[src/rtl/fpu_issue_if.sv]
// Request/unit/result bundle between the FP pipeline front end and fpu_issue_ctrl.
// slave = the controller, master = whoever drives requests and models the units.
interface fpu_issue_if #(
  parameter int W  = 32,
  parameter int NU = 8
);
  localparam int UW = $clog2(NU);

  logic            op_valid;
  logic            op_multi;
  logic [UW-1:0]   op_unit;
  logic            op_neg_b;
  logic [W-1:0]    op_a;
  logic [W-1:0]    op_b;
  logic [W-1:0]    op_c;
  logic            op_ready;
  logic            stall;

  logic [NU-1:0]   unit_start;
  logic [W-1:0]    unit_a;
  logic [W-1:0]    unit_b;
  logic [W-1:0]    unit_c;
  logic [NU-1:0]   unit_done;
  logic [NU*W-1:0] unit_res;
  logic [W-1:0]    comb_res;

  logic            res_valid;
  logic [W-1:0]    res;
  logic            err_timeout;
  logic            err_illegal;
  logic [1:0]      dbg_state;

  // Handshake: a request transfers on a clock edge where op_valid && op_ready;
  // op_ready is high only while the controller is idle, and the requester
  // must hold its fields stable while stall is high.
  modport slave (
    input  op_valid, op_multi, op_unit, op_neg_b, op_a, op_b, op_c,
    input  unit_done, unit_res, comb_res,
    output op_ready, stall, unit_start, unit_a, unit_b, unit_c,
    output res_valid, res, err_timeout, err_illegal, dbg_state
  );

  modport master (
    output op_valid, op_multi, op_unit, op_neg_b, op_a, op_b, op_c,
    output unit_done, unit_res, comb_res,
    input  op_ready, stall, unit_start, unit_a, unit_b, unit_c,
    input  res_valid, res, err_timeout, err_illegal, dbg_state
  );
endinterface

[src/rtl/fpu_issue_ctrl.sv]
// Issue controller for one combinational FP path and NU multi-cycle FP units,
// with at most one unit outstanding and a NaN-substituting timeout.
module fpu_issue_ctrl #(
  parameter int             W       = 32,
  parameter int             NU      = 8,
  parameter int             TIMEOUT = 64,
  parameter logic [W-1:0]   NAN_VAL = W'(32'h7FC00000)
) (
  input logic        g_clk,
  input logic        g_rst,
  fpu_issue_if.slave bus
);
  localparam int UW = $clog2(NU);
  localparam int CW = $clog2(TIMEOUT);
  localparam logic [CW-1:0] CNT_LAST = CW'(TIMEOUT - 1);

  typedef enum logic [1:0] {
    S_IDLE  = 2'd0,
    S_ISSUE = 2'd1,
    S_WAIT  = 2'd2
  } state_t;

  state_t        state;
  logic [UW-1:0] idx;
  logic [CW-1:0] cnt;
  logic [NU-1:0] start_q;
  logic [W-1:0]  ua_q, ub_q, uc_q;
  logic          res_valid_q;
  logic [W-1:0]  res_q;
  logic          err_to_q;
  logic          err_ill_q;

  logic          accept;
  logic          unit_legal;
  logic          done_sel;
  logic [W-1:0]  res_sel;

  assign accept     = bus.op_valid && (state == S_IDLE);
  // Only reachable as false when NU is not a power of two.
  assign unit_legal = int'(bus.op_unit) < NU;
  assign done_sel   = bus.unit_done[idx];
  assign res_sel    = bus.unit_res[int'(idx)*W +: W];

  always_ff @(posedge g_clk) begin
    if (g_rst) begin
      state       <= S_IDLE;
      idx         <= '0;
      cnt         <= '0;
      start_q     <= '0;
      ua_q        <= '0;
      ub_q        <= '0;
      uc_q        <= '0;
      res_valid_q <= 1'b0;
      res_q       <= NAN_VAL;
      err_to_q    <= 1'b0;
      err_ill_q   <= 1'b0;
    end else begin
      start_q     <= '0;
      res_valid_q <= 1'b0;
      err_ill_q   <= 1'b0;
      case (state)
        S_IDLE: begin
          if (accept) begin
            if (!bus.op_multi) begin
              res_q       <= bus.comb_res;
              res_valid_q <= 1'b1;
            end else if (unit_legal) begin
              ua_q    <= bus.op_a;
              ub_q    <= {bus.op_b[W-1] ^ bus.op_neg_b, bus.op_b[W-2:0]};
              uc_q    <= bus.op_c;
              idx     <= bus.op_unit;
              start_q <= NU'(1) << bus.op_unit;
              state   <= S_ISSUE;
            end else begin
              res_q       <= NAN_VAL;
              res_valid_q <= 1'b1;
              err_ill_q   <= 1'b1;
            end
          end
        end
        // start_q is high for exactly this cycle; done is not looked at yet.
        S_ISSUE: begin
          cnt   <= '0;
          state <= S_WAIT;
        end
        S_WAIT: begin
          if (done_sel) begin
            res_q       <= res_sel;
            res_valid_q <= 1'b1;
            state       <= S_IDLE;
          end else if (cnt == CNT_LAST) begin
            res_q       <= NAN_VAL;
            res_valid_q <= 1'b1;
            err_to_q    <= 1'b1;
            state       <= S_IDLE;
          end else begin
            cnt <= cnt + CW'(1);
          end
        end
        default: state <= S_IDLE;
      endcase
    end
  end

  assign bus.op_ready    = (state == S_IDLE);
  assign bus.stall       = bus.op_valid && (state != S_IDLE);
  assign bus.unit_start  = start_q;
  assign bus.unit_a      = ua_q;
  assign bus.unit_b      = ub_q;
  assign bus.unit_c      = uc_q;
  assign bus.res_valid   = res_valid_q;
  assign bus.res         = res_q;
  assign bus.err_timeout = err_to_q;
  assign bus.err_illegal = err_ill_q;
  assign bus.dbg_state   = state;
endmodule

[src/flat_wrapper.sv]
// flat-port wrapper written by rule: the top's interface ports become plain ports
module fpu_issue_ctrl_flat 
#(
  parameter int             W       = 32,
  parameter int             NU      = 8,
  parameter int             TIMEOUT = 64,
  parameter logic [W-1:0]   NAN_VAL = W'(32'h7FC00000)
)
  (g_clk, g_rst, bus_op_valid, bus_op_multi, bus_op_unit, bus_op_neg_b, bus_op_a, bus_op_b, bus_op_c, bus_unit_done, bus_unit_res, bus_comb_res, bus_op_ready, bus_stall, bus_unit_start, bus_unit_a, bus_unit_b, bus_unit_c, bus_res_valid, bus_res, bus_err_timeout, bus_err_illegal, bus_dbg_state);
  fpu_issue_if #(.W(W), .NU(NU)) bus_i ();
  input logic g_clk;
  input logic g_rst;
  input wire logic [$bits(bus_i.op_valid)-1:0] bus_op_valid;
  input wire logic [$bits(bus_i.op_multi)-1:0] bus_op_multi;
  input wire logic [$bits(bus_i.op_unit)-1:0] bus_op_unit;
  input wire logic [$bits(bus_i.op_neg_b)-1:0] bus_op_neg_b;
  input wire logic [$bits(bus_i.op_a)-1:0] bus_op_a;
  input wire logic [$bits(bus_i.op_b)-1:0] bus_op_b;
  input wire logic [$bits(bus_i.op_c)-1:0] bus_op_c;
  input wire logic [$bits(bus_i.unit_done)-1:0] bus_unit_done;
  input wire logic [$bits(bus_i.unit_res)-1:0] bus_unit_res;
  input wire logic [$bits(bus_i.comb_res)-1:0] bus_comb_res;
  output wire logic [$bits(bus_i.op_ready)-1:0] bus_op_ready;
  output wire logic [$bits(bus_i.stall)-1:0] bus_stall;
  output wire logic [$bits(bus_i.unit_start)-1:0] bus_unit_start;
  output wire logic [$bits(bus_i.unit_a)-1:0] bus_unit_a;
  output wire logic [$bits(bus_i.unit_b)-1:0] bus_unit_b;
  output wire logic [$bits(bus_i.unit_c)-1:0] bus_unit_c;
  output wire logic [$bits(bus_i.res_valid)-1:0] bus_res_valid;
  output wire logic [$bits(bus_i.res)-1:0] bus_res;
  output wire logic [$bits(bus_i.err_timeout)-1:0] bus_err_timeout;
  output wire logic [$bits(bus_i.err_illegal)-1:0] bus_err_illegal;
  output wire logic [$bits(bus_i.dbg_state)-1:0] bus_dbg_state;
  assign bus_i.op_valid = bus_op_valid;
  assign bus_i.op_multi = bus_op_multi;
  assign bus_i.op_unit = bus_op_unit;
  assign bus_i.op_neg_b = bus_op_neg_b;
  assign bus_i.op_a = bus_op_a;
  assign bus_i.op_b = bus_op_b;
  assign bus_i.op_c = bus_op_c;
  assign bus_i.unit_done = bus_unit_done;
  assign bus_i.unit_res = bus_unit_res;
  assign bus_i.comb_res = bus_comb_res;
  assign bus_op_ready = bus_i.op_ready;
  assign bus_stall = bus_i.stall;
  assign bus_unit_start = bus_i.unit_start;
  assign bus_unit_a = bus_i.unit_a;
  assign bus_unit_b = bus_i.unit_b;
  assign bus_unit_c = bus_i.unit_c;
  assign bus_res_valid = bus_i.res_valid;
  assign bus_res = bus_i.res;
  assign bus_err_timeout = bus_i.err_timeout;
  assign bus_err_illegal = bus_i.err_illegal;
  assign bus_dbg_state = bus_i.dbg_state;
  fpu_issue_ctrl #(.W(W), .NU(NU), .TIMEOUT(TIMEOUT), .NAN_VAL(NAN_VAL)) u_core (.g_clk(g_clk), .g_rst(g_rst), .bus(bus_i));
endmodule
[config.mk]
export PLATFORM = sky130hd
export DESIGN_NAME = fpu_issue_ctrl_flat
export DESIGN_NICKNAME = d
export VERILOG_FILES = /design/src/rtl/fpu_issue_if.sv /design/src/rtl/fpu_issue_ctrl.sv /design/src/flat_wrapper.sv
export SDC_FILE = /design/constraint.sdc
export NUM_CORES = 1
export LEC_CHECK = 0
export CAP_MARGIN = 0
export CORE_AREA = 2 2 211 213
export DETAILED_ROUTE_END_ITERATION = 7
export DIE_AREA = 0 0 213 215
export PLACE_DENSITY = 0.48
export RECOVER_POWER = 100
export SLEW_MARGIN = 20
export SYNTH_ARGS = -nofsm -noshare
export SYNTH_HDL_FRONTEND = slang
export SYNTH_SLANG_ARGS = --single-unit
[constraint.sdc]
create_clock -name g_clk -period 5.4 [get_ports g_clk]
set_input_delay 1.08 -clock g_clk [delete_from_list [all_inputs] [get_ports g_clk]]
set_output_delay 1.08 -clock g_clk [all_outputs]
set_load 0.05 [all_outputs]
==> run summary <==
The run finished, with violations left. The final reports fail on max-capacitance violations, max-slew violations. The count of final hold-check violations came out at 0. The number of standard cells after synthesis is 839. The maximum vdd ir drop is about 0.00021 V. The number of buffers inserted during clock tree synthesis is 17. The number of antenna violations at the first check in global routing is 1. At the placement stage, the worst setup path has a slack of 1.64 ns.

The count of cell types in the netlist is between 40 and 50. The largest fanout of any net on the critical path is 38. Once routing completed, OpenROAD measured the worst setup slack at around 1.4 ns.

The share of Yosys cell area claimed by the top area cell type came out at 38.2%. The end-of-flow core utilization came out at between 30% and 40%. The worst hold path terminates at u_core.bus.unit_c[2]$_SDFFE_PP0P_. The total negative slack for setup checks is 0 ns. STA classifies the critical path startpoint as an input pin. The number of global-route vias before repair is 8704. The number of nets handed over by synthesis was between 1000 and 1500. The count of buffers added on input and output ports is 541. The count of endpoints failing setup in the final report is 0. In this run the register-to-register setup slack is about 1.8 ns. The fraction of the cycle the final worst path needs came out at 73.8%.

The number of iterations in the first detailed-routing pass is 4. The number of design rule violations left after detail routing is 0. Power spread over the standard cell area amounts to about 240 nW/um2. By area the synthesized netlist is led by dfxtp_1 38%, mux4_2 19%, nand2_1 10%. The hold buffer count at CTS is 0.

The power after layout is between 3000 and 4000 uW. The maximum clock path buffer count came out at 2. The number of buffers inserted to repair setup after CTS came out at 0. The combined global-route utilization of all metal layers is 15.4%. By startpoint and endpoint, the worst setup path is classified as input pin to register.

The die area came out at roughly 46000 um2. The time the final worst path needs with I/O delays and setup came out at between 3 and 4 ns. The die width is approximately 210 um. The synthesized design spends more area on one cell type than any other, namely dfxtp_1. The largest individual stage delay along the critical path comes from the cell clkbuf_1. The path class of the tightest hold or removal check is register to register. The final HPWL from detailed placement came out at between 20000 and 30000 um. The area added between synthesis and finish is 83.9%. The post-synthesis cell area came out at 7820 um2. The clock latency at the later pin of the worst-skew pair came out at 0.44 ns.

The count of pins over their slew limit was approximately 120. The remaining global-route overflow came out at 0. The required time reported for the critical path endpoint is 5.74 ns. The wire length of the first global-routing pass is 52900 um. The row count is between 70 and 80. The post-detailed-route wirelength per cell is 18.9 um. The initial core utilization is between 10% and 20%. For this design the static power due to leakage is 0.00514 uW. The routed wire length is roughly 37000 um. The start of the worst register-to-register path is u_core.idx[0]$_SDFFE_PP0P_. The worst slew slack as a fraction of its limit came out at -34.9%. The most common cell in the synthesized netlist is nand2_1. The root buffer cell chosen for the clock tree is clkbuf_16.

The number of top-level design ports came out at 543. In this run the critical register-to-register path is captured at u_core.cnt[4]$_SDFFE_PP0P_. Setup repair after global routing left no endpoint under its margin. The number of design-rule violations left by the first detailed-router iteration is 298.

CTS saw between 100 and 150 sinks. The core region is ~44000 um2. On the final layout, the worst clock skew is 0.0117 ns. Using the TritonRoute via totals, the vias-per-cell ratio works out to between 4 and 5. The highest clock frequency the design can meet is between 200 and 300 MHz. The H-tree generated during clock tree synthesis spans 4 levels. TritonCTS built the clock tree. The warning count from the yosys run came out at 0. The signal on the critical path passes through dlygate4sd3_1 > mux2_2 > mux4_2 > clkbuf_1 > a21oi_1 > o31ai_1. The worst register-to-register path has a depth of 5. The number of maximum-capacitance violations came out at 3. In this design, the stage delay of the slowest critical-path cell is between 1 and 1.5 ns. The die extent in y came out at 215 um. The worst hold path cell count came out at 2. The transition at the pin with the smallest max-transition slack is between 2 and 2.5 ns. The mean area per synthesized cell came out at 9.32 um2. Among all flip-flop cells after synthesis, the most frequent one is dfxtp_1.

The count of flip-flops with a built-in enable after synthesis is 0. The maximum number of pins on one net before global-route repair is 65. In the synthesized netlist the async set-or-reset flop fraction comes to 0%. The arrival time reported for the critical path endpoint came out at 4.33 ns. After synthesis, the most frequently instantiated cells are 209 x nand2_1, 149 x dfxtp_1, 101 x a21oi_1, 66 x mux4_2, 50 x clkbuf_1. The flop and latch count out of synthesis is about 150.

In this run the remaining antenna-violating nets after routing total 0. Gates resized during post-CTS repair numbered 0. At the end of routability-driven placement, the weighted congestion stood at between 0.7 and 0.8. The post-layout net count is 1734. The fraction of the yosys area taken by sequential cells is around two fifths. The share of final-layout standard cells stronger than drive strength 1 came out at ~11%. The clock transition at the register clock pins on the worst setup and hold paths after CTS came out at about 0.070 ns. The worst setup path is captured at a register. The routed layout has about 8400 vias.

The worst hold path begins at u_core.bus.unit_c[2]$_SDFFE_PP0P_.
## critical path, delay by kind of cell
family                 cells  cell delay, ns
buffers and inverters      2            2.02
AO/OA/AOI/OAI              2            0.82
multiplexers               2            0.39
## kinds of logic (layout without fill, tap and decap cells)
| logic type | Yosys count | after routing | synth area share, % |
|---|---|---|---|
| simple gates | 281 | 281 | 14.7 |
| compound gates | 183 | 183 | 15.5 |
| other cells | 1 | 2 | 0.0480 |
| buf+inv | 112 | 616 | 6.06 |
| flops | 149 | 149 | 38.2 |
| xor+xnor | 1 | 1 | 0.112 |
| mux | 108 | 108 | 24.8 |
| fa+ha+maj | 4 | 4 | 0.640 |
## power breakdown
part / internal (uW) / switching (uW) / total (uW) / leakage, uW
clock network: 814 / 507 / 1320 / 0.000305
logic: 488 / 509 / 997 / 0.00362
registers: 1160 / 39.5 / 1200 / 0.00122
total: 2460 / 1060 / 3520 / 0.00514
## registers in the layout, summed over array words and instances (netlist names)
name / count
u_core.bus.res: 32
u_core.bus.unit_a: 32
u_core.bus.unit_b: 32
u_core.bus.unit_c: 32
u_core.bus.unit_start: 8
u_core.cnt: 6
u_core.idx: 3
u_core.bus.dbg_state: 2
u_core.bus.err_timeout: 1
u_core.bus.res_valid: 1
## area by class of cell
| type | instances | area (um2) |
|---|---|---|
| sequential | 149 | 2990 |
| clock inverter | 11 | 170 |
| antenna | 1 | 2.50 |
| tap | 592 | 741 |
| clock buffer | 21 | 472 |
| multi-input combinational | 578 | 4380 |
| inverter | 29 | 109 |
| fill | 4503 | 29300 |
| timing repair buffer | 555 | 5510 |
## per-layer routing
| layer | track usage [%] | wire [um] | part of all wire (%) |
|---|---|---|---|
| met1 | 17.3 | 14600 | 40 |
| met2 | 27.2 | 18100 | 50 |
| met3 | 4.98 | 3080 | 8.4 |
| met4 | 4.94 | 767 | 2.1 |
| met5 | 0 | 0 | 0 |
## worst max-delay path by stage
stage                                 end                                 start  slack [ns]  depth (start not counted)
6_report       u_core.cnt[4]$_SDFFE_PP0P_                      bus_unit_done[2]        1.41                          6
5_1_grt        u_core.cnt[4]$_SDFFE_PP0P_                      bus_unit_done[2]        1.16                          6
4_1_cts                         bus_stall                          bus_op_valid        1.61                          3
3_5_place_dp                    bus_stall                          bus_op_valid        1.64                          3
3_3_place_gp                    bus_stall                          bus_op_valid        1.65                          3
2_1_floorplan                   bus_stall  u_core.bus.dbg_state[0]$_SDFFE_PP0P_        2.30                          3
## placed cells by master, fill, tap and decap left out, types with 9 or more instances in the layout
cell and instances:
a221oi_1 46, dlygate4sd3_1 144, mux2i_1 15, mux2_2 27, nor2_1 17, clkbuf_16 18
dfxtp_1 146, a211oi_1 12, a221o_1 9, buf_4 12, nand3_1 34, inv_1 28
mux4_2 66, nand2_1 209, clkdlybuf4s50_1 396, a21oi_1 101
## metrics by stage
step,hold slack [ns],std cells,instance area [um2]
global placement,0.441,1903,13800
global route,0.470,1936,14400
finish,0.451,1936,14400
floorplan,0.447,839,7820
detailed placement,0.446,1903,13800
CTS,0.455,1935,14400
Power figures use the tool's default switching activity.
